`src/rtl/dmem_pkg.sv`:
```
// -----------------------------------------------------------------------------
// dmem_pkg
// Shared definitions for the data-memory arbiter: default geometry, the
// arbiter state encoding and the requester port identifiers.
// -----------------------------------------------------------------------------
package dmem_pkg;

    // Default geometry: 256 words of 32 bits, 32-bit word addresses.
    localparam int DEPTH_DEF = 256;
    localparam int AW_DEF    = 32;
    localparam int DW_DEF    = 32;

    // Arbiter state encoding: IDLE -> ACCESS -> DONE -> IDLE.
    typedef logic [1:0] state_t;
    localparam state_t IDLE   = 2'd0;
    localparam state_t ACCESS = 2'd1;
    localparam state_t DONE   = 2'd2;

    // Requester identifiers: port 0 is the CPU load/store unit,
    // port 1 is the loader/debug port.
    localparam logic P0 = 1'b0;
    localparam logic P1 = 1'b1;

endpackage

```
`src/rtl/dmem_arbiter_rr_arb2.sv`:
```
// -----------------------------------------------------------------------------
// rr_arb2
// Two-way round-robin grant logic, purely combinational.
//
// Ports:
//   req      in   2  request vector, bit 0 = port 0, bit 1 = port 1
//   last_gnt in   1  id of the port that was served most recently
//   gnt      out  2  one-hot grant, zero when nothing is requested
//   gnt_id   out  1  id of the granted port (port 0 when nothing requested)
// -----------------------------------------------------------------------------
module rr_arb2
    import dmem_pkg::*;
(
    input  logic [1:0] req,
    input  logic       last_gnt,
    output logic [1:0] gnt,
    output logic       gnt_id
);

    always_comb begin
        gnt_id = P0;
        case (req)
            2'b01:   gnt_id = P0;
            2'b10:   gnt_id = P1;
            // Contention: the port that did not go last wins.
            2'b11:   gnt_id = ~last_gnt;
            default: gnt_id = P0;
        endcase
    end

    always_comb begin
        gnt = 2'b00;
        if (req != 2'b00) begin
            gnt = (gnt_id == P1) ? 2'b10 : 2'b01;
        end
    end

endmodule

```
`src/rtl/dmem_arbiter.sv`:
```
// -----------------------------------------------------------------------------
// dmem_arbiter
// Arbiter and sequencer in front of the single-port data memory. Two
// requesters share the memory; every access runs a fixed three-cycle
// sequence IDLE -> ACCESS -> DONE so that read and write enables are never
// asserted together and each requester sees a single-cycle done pulse with
// registered read data.
//
// Ports:
//   clk, rst               clock (rising edge), asynchronous active-high reset
//   p0_req/p0_we           port 0 request (held until done) and write select
//   p0_addr/p0_wdata       port 0 word address and write data
//   p0_done/p0_err         port 0 completion pulse and out-of-range flag
//   p0_rdata               port 0 read data, held until its next read
//   p1_*                   same set for port 1
//   mem_ren/mem_wen        memory read / write enables (ACCESS only)
//   mem_addr/mem_wdata     memory address and write data
//   mem_rdata              memory read data, combinational from mem_addr
//   busy                   high while a transaction is in flight
// -----------------------------------------------------------------------------
module dmem_arbiter
    import dmem_pkg::*;
#(
    parameter int DEPTH = DEPTH_DEF,
    parameter int AW    = AW_DEF,
    parameter int DW    = DW_DEF
) (
    input  logic          clk,
    input  logic          rst,

    input  logic          p0_req,
    input  logic          p0_we,
    input  logic [AW-1:0] p0_addr,
    input  logic [DW-1:0] p0_wdata,
    output logic          p0_done,
    output logic          p0_err,
    output logic [DW-1:0] p0_rdata,

    input  logic          p1_req,
    input  logic          p1_we,
    input  logic [AW-1:0] p1_addr,
    input  logic [DW-1:0] p1_wdata,
    output logic          p1_done,
    output logic          p1_err,
    output logic [DW-1:0] p1_rdata,

    output logic          mem_ren,
    output logic          mem_wen,
    output logic [AW-1:0] mem_addr,
    output logic [DW-1:0] mem_wdata,
    input  logic [DW-1:0] mem_rdata,

    output logic          busy
);

    function automatic logic addr_in_range(input logic [AW-1:0] a);
        return a < AW'(DEPTH);
    endfunction

    state_t        state;
    logic          last_gnt;

    // Transaction context latched at grant time.
    logic          cur_id;
    logic          cur_we;
    logic          cur_oor;

    // Arbitration.
    logic [1:0]    req;
    logic [1:0]    gnt;
    logic          gnt_id;
    logic          grant;

    // Request fields of the port being granted this cycle.
    logic          sel_we;
    logic [AW-1:0] sel_addr;
    logic [DW-1:0] sel_wdata;
    logic          sel_oor;

    assign req   = {p1_req, p0_req};
    assign grant = (state == IDLE) && (gnt != 2'b00);
    assign busy  = (state != IDLE);

    rr_arb2 u_arb (
        .req      (req),
        .last_gnt (last_gnt),
        .gnt      (gnt),
        .gnt_id   (gnt_id)
    );

    always_comb begin
        sel_we    = p0_we;
        sel_addr  = p0_addr;
        sel_wdata = p0_wdata;
        if (gnt_id == P1) begin
            sel_we    = p1_we;
            sel_addr  = p1_addr;
            sel_wdata = p1_wdata;
        end
    end

    assign sel_oor = !addr_in_range(sel_addr);

    // The memory-side signals are registered at the grant edge, so they are
    // valid for exactly the ACCESS cycle and drop immediately on reset.
    always_ff @(posedge clk or posedge rst) begin
        if (rst) begin
            state     <= IDLE;
            last_gnt  <= P1;
            cur_id    <= P0;
            cur_we    <= 1'b0;
            cur_oor   <= 1'b0;
            mem_ren   <= 1'b0;
            mem_wen   <= 1'b0;
            mem_addr  <= '0;
            mem_wdata <= '0;
            p0_done   <= 1'b0;
            p0_err    <= 1'b0;
            p0_rdata  <= '0;
            p1_done   <= 1'b0;
            p1_err    <= 1'b0;
            p1_rdata  <= '0;
        end else begin
            case (state)
                IDLE: begin
                    if (grant) begin
                        cur_id  <= gnt_id;
                        cur_we  <= sel_we;
                        cur_oor <= sel_oor;
                        // Out-of-range accesses never touch the memory.
                        if (!sel_oor) begin
                            mem_addr  <= sel_addr;
                            mem_wdata <= sel_wdata;
                            mem_wen   <= sel_we;
                            mem_ren   <= ~sel_we;
                        end
                        state <= ACCESS;
                    end
                end

                ACCESS: begin
                    mem_ren <= 1'b0;
                    mem_wen <= 1'b0;
                    // Read data and the done/err pulse become visible in DONE;
                    // an out-of-range read returns zero.
                    if (cur_id == P0) begin
                        p0_done <= 1'b1;
                        p0_err  <= cur_oor;
                        if (!cur_we) begin
                            p0_rdata <= cur_oor ? '0 : mem_rdata;
                        end
                    end else begin
                        p1_done <= 1'b1;
                        p1_err  <= cur_oor;
                        if (!cur_we) begin
                            p1_rdata <= cur_oor ? '0 : mem_rdata;
                        end
                    end
                    state <= DONE;
                end

                DONE: begin
                    p0_done  <= 1'b0;
                    p0_err   <= 1'b0;
                    p1_done  <= 1'b0;
                    p1_err   <= 1'b0;
                    last_gnt <= cur_id;
                    state    <= IDLE;
                end

                default: begin
                    mem_ren <= 1'b0;
                    mem_wen <= 1'b0;
                    p0_done <= 1'b0;
                    p0_err  <= 1'b0;
                    p1_done <= 1'b0;
                    p1_err  <= 1'b0;
                    state   <= IDLE;
                end
            endcase
        end
    end

endmodule

```
`config.mk`:
```
export PLATFORM = sky130hd
export DESIGN_NAME = dmem_arbiter
export DESIGN_NICKNAME = d
export VERILOG_FILES = /design/src/rtl/dmem_pkg.sv /design/src/rtl/dmem_arbiter_rr_arb2.sv /design/src/rtl/dmem_arbiter.sv
export SDC_FILE = /design/constraint.sdc
export NUM_CORES = 1
export LEC_CHECK = 0
export BUFFER_PORTS_ARGS = -buffer_cell sky130_fd_sc_hd__buf_4
export CAP_MARGIN = 20
export CORE_AREA = 2 2 116 118
export DETAILED_ROUTE_END_ITERATION = 8
export DIE_AREA = 0 0 118 120
export GPL_TIMING_DRIVEN = 0
export PLACE_DENSITY = 0.8
export SLEW_MARGIN = 10
export SYNTH_ARGS = -nofsm -noshare
export SYNTH_HDL_FRONTEND = slang
export SYNTH_SLANG_ARGS = --single-unit
```
`constraint.sdc`:
```
create_clock -name clk -period 9.55 [get_ports clk]
set_input_delay 1.91 -clock clk [delete_from_list [all_inputs] [get_ports clk]]
set_output_delay 1.91 -clock clk [all_outputs]
set_load 0.1 [all_outputs]
```
==> impl_metrics.tcl <==
set metrics [dict create \
    post-route-min-period_ps 3560 \
    finalPower_uw 2650 \
    cts_buffers 17 \
    synth_top_cell_area_share_pct 59.1 \
    maxSlewHeadroom_pct 61.0 \
    yosysTopAreaCell "dfrtp_1" \
    drtIter0Drc 323 \
    cts_tree "built" \
    die_h_um 120 \
    startpoint_type "input port" \
    clockBufferDepth 2 \
    post_drt_wl_per_cell_um 18.3 \
    grt_use_total_pct 25.7 \
    dieArea_sq_um 14200 \
    cp_cell_sequence "buf_4, nor4_1, nand4_1, o32ai_2, nand2_2, buf_6, buf_12, mux2_4" \
    dp_cells 964 \
    cts_setup_buffers 0 \
    grt_max_degree 96 \
    fill_cells 955 \
    async_reset_ff_share_pct 100 \
    worstPathRequired_ps 9830 \
    syn_area_per_cell_sq_um 12.1 \
    nNetsFinal 973 \
    cts_root_buffer "clkbuf_16" \
    drc_errors 0 \
    worstMarginPinSlew_ps 585 \
    vdd_drop_max_mv 0.335 \
    wl_mm 18.2 \
    critical-path-top-delay-family "simple AND/OR/NAND/NOR gates" \
    fin_tns_setup_ps 0 \
    synth-seq-area-share_pct 59.6 \
    antenna_found_initial 0 \
    holdBufCountCts 0 \
    synth_nets 653 \
    clk_pin_slew_ps 60 \
    yosysWarnings 0 \
    fin_crit_sh_pct 37.3 \
    cp_max_fo 10 \
    place_congestion 0.813 \
    holdWs_ps 481 \
    grt_pass1_wl_mm 27.6 \
    setup_viol 0 \
    crit_path_end_kind "register" \
    cts-resized-gates 0 \
    crit_path_top_delay_cell "o32ai_2" \
    rsz0062_at_grt "no" \
    status "finished clean" \
    grt_pass1_vias 5177 \
    fp.dieW_um 118 \
    start_util_pct 45.3 \
    core.rowCount 42 \
    worstSetupPathType "in2reg" \
    syn_to_final_growth_pct 52.7 \
    skew_ps 9.63 \
    synth_edf_count 0 \
    cp_num_buf_inv 3 \
    slew_viol_final 0 \
    crit_arrival_ps 3850 \
    overflow 0 \
    critPathMaxStageDelay_ps 520 \
    power.density_nw_per_um2 295 \
    htree_num_levels 4 \
    synthFlopType "dfrtp_1" \
    ys_ff_latch 140 \
    core_sq_um 13000 \
    stdcell_count 995 \
    synthesis.area_sq_um 5880 \
    vias_per_cell 5.02 \
    pin_count 301 \
    hpwl_mm 14.2 \
    min_path_type "reg2reg" \
    num_vias 4994 \
    drt-pass1-iter-count 5 \
    drv_cap 0 \
    ant_nets 0 \
    finalCoreUtilization_pct 69.2 \
    max_freq_mhz 281 \
    synthTopCellsByArea "dfrtp_1, mux2_2, mux2_4" \
    cts_sinks 140 \
    p_leak_uw 0.00466 \
    clock_latency_ps 410 \
    port_buffers 300 \
    ys_types 29 \
    antenna_cells 0 \
    drive_above_1_share_pct 52.0 \
    hold_violations 0 \
    syn_inst 487 \
]
[power by group]
| group | switching, uW | internal (uW) |
|---|---|---|
| Clock | 244 | 411 |
| Combinational | 969 | 250 |
| Sequential | 69.1 | 705 |
[kinds of logic (layout without fill, tap and decap cells)]
group,count (synthesis),after routing,share of synthesized area (%)
compound gates,77,77,7.02
buf+inv,34,366,3.02
flops,140,140,59.6
mux,82,82,17.2
simple gates,154,154,13.1
[state kept, by name, summed over array words and instances, names as in the netlist]
register and cells:
p1_rdata 32, p0_rdata 32, cur_oor 1, mem_addr 32, cur_we 1, state 2
p1_done 1, mem_ren 1, last_gnt 1, p0_done 1, mem_wdata 32, cur_id 1
p1_err 1, p0_err 1, mem_wen 1
[area by class of cell]
class                      instances  area [sq um]  area share, %
clock inverter                    10           114           1.27
inverter                           5          23.8          0.265
sequential                       140          3500           39.0
multi-input combinational        313          2200           24.5
timing repair buffer             301          2280           25.4
tap                              176           220           2.45
clock buffer                      21           480           5.35
buffer                            29           159           1.77
[cells in the mapped netlist, types with 2 or more instances]
master,n
nor4_1,12
mux2_4,25
and2_1,24
buf_6,2
or3_1,2
nand2_1,70
dfrtp_1,139
buf_12,2
inv_1,5
nand2b_1,32
nand3_1,3
nand4_1,2
mux2_2,55
mux2i_1,2
nor2_1,5
clkbuf_1,23
a21oi_1,6
o21ai_0,66
buf_2,2
[per-layer routing]
layer / GRT usage [%] / share of wire [%] / vias up
met5: 0 / 0 / -
met4: 12.2 / 3.3 / 0
met3: 8.08 / 7.1 / 49
met2: 40.4 / 48 / 213
met1: 32.5 / 41 / 2428
li1: - / - / 2304
[per-stage QoR]
stage	instance area, sq um	setup WS, ps
6_report	8980	5990
5_1_grt	8980	5910
4_1_cts	8980	6020
3_5_place_dp	8390	5590
3_3_place_gp	8360	2550
2_1_floorplan	5880	3890
[tightest hold or removal path, stage by stage, from the launching register on]
cell	delay (ps)
dfrtp_1	340
nand2_1	50
o21ai_0	60
[placed cells by master (no fill, tap or decap), types with 3 or more instances in the layout]
cell       Yosys  final
clkbuf_16      0     17
inv_1          5      4
nor2_1         5      5
clkinv_2       0      4
clkbuf_1      23     23
buf_4          0    300
nand3_1        3      3
clkbuf_8       0      4
nand2_1       70     70
mux2_2        55     55
mux2_4        25     25
nand2b_1      32     32
o21ai_0       66     66
and2_1        24     24
nor4_1        12     12
a21oi_1        6      6
dfrtp_1      139    139
[final timing paths]
check | from | end | slack [ps] | depth (start not counted)
setup / recovery | p0_addr[14] | mem_wdata[30]$_DFFE_PP0P_ | 5990 | 8
hold / removal | p1_rdata[0]$_DFFE_PP0P_ | p1_rdata[0]$_DFFE_PP0P_ | 480 | 2
setup reg to reg | state[0]$_DFFE_PP0P_ | p1_rdata[26]$_DFFE_PP0P_ | 7490 | 7
hold reg to reg | p1_rdata[0]$_DFFE_PP0P_ | p1_rdata[0]$_DFFE_PP0P_ | 480 | 2
max in group asynchronous | rst | last_gnt$_DFFE_PP1P_ | 7220 | 3
min in group asynchronous | rst | mem_addr[4]$_DFFE_PP0P_ | 1520 | 2
Note: power is estimated with default switching activity, not from simulation.
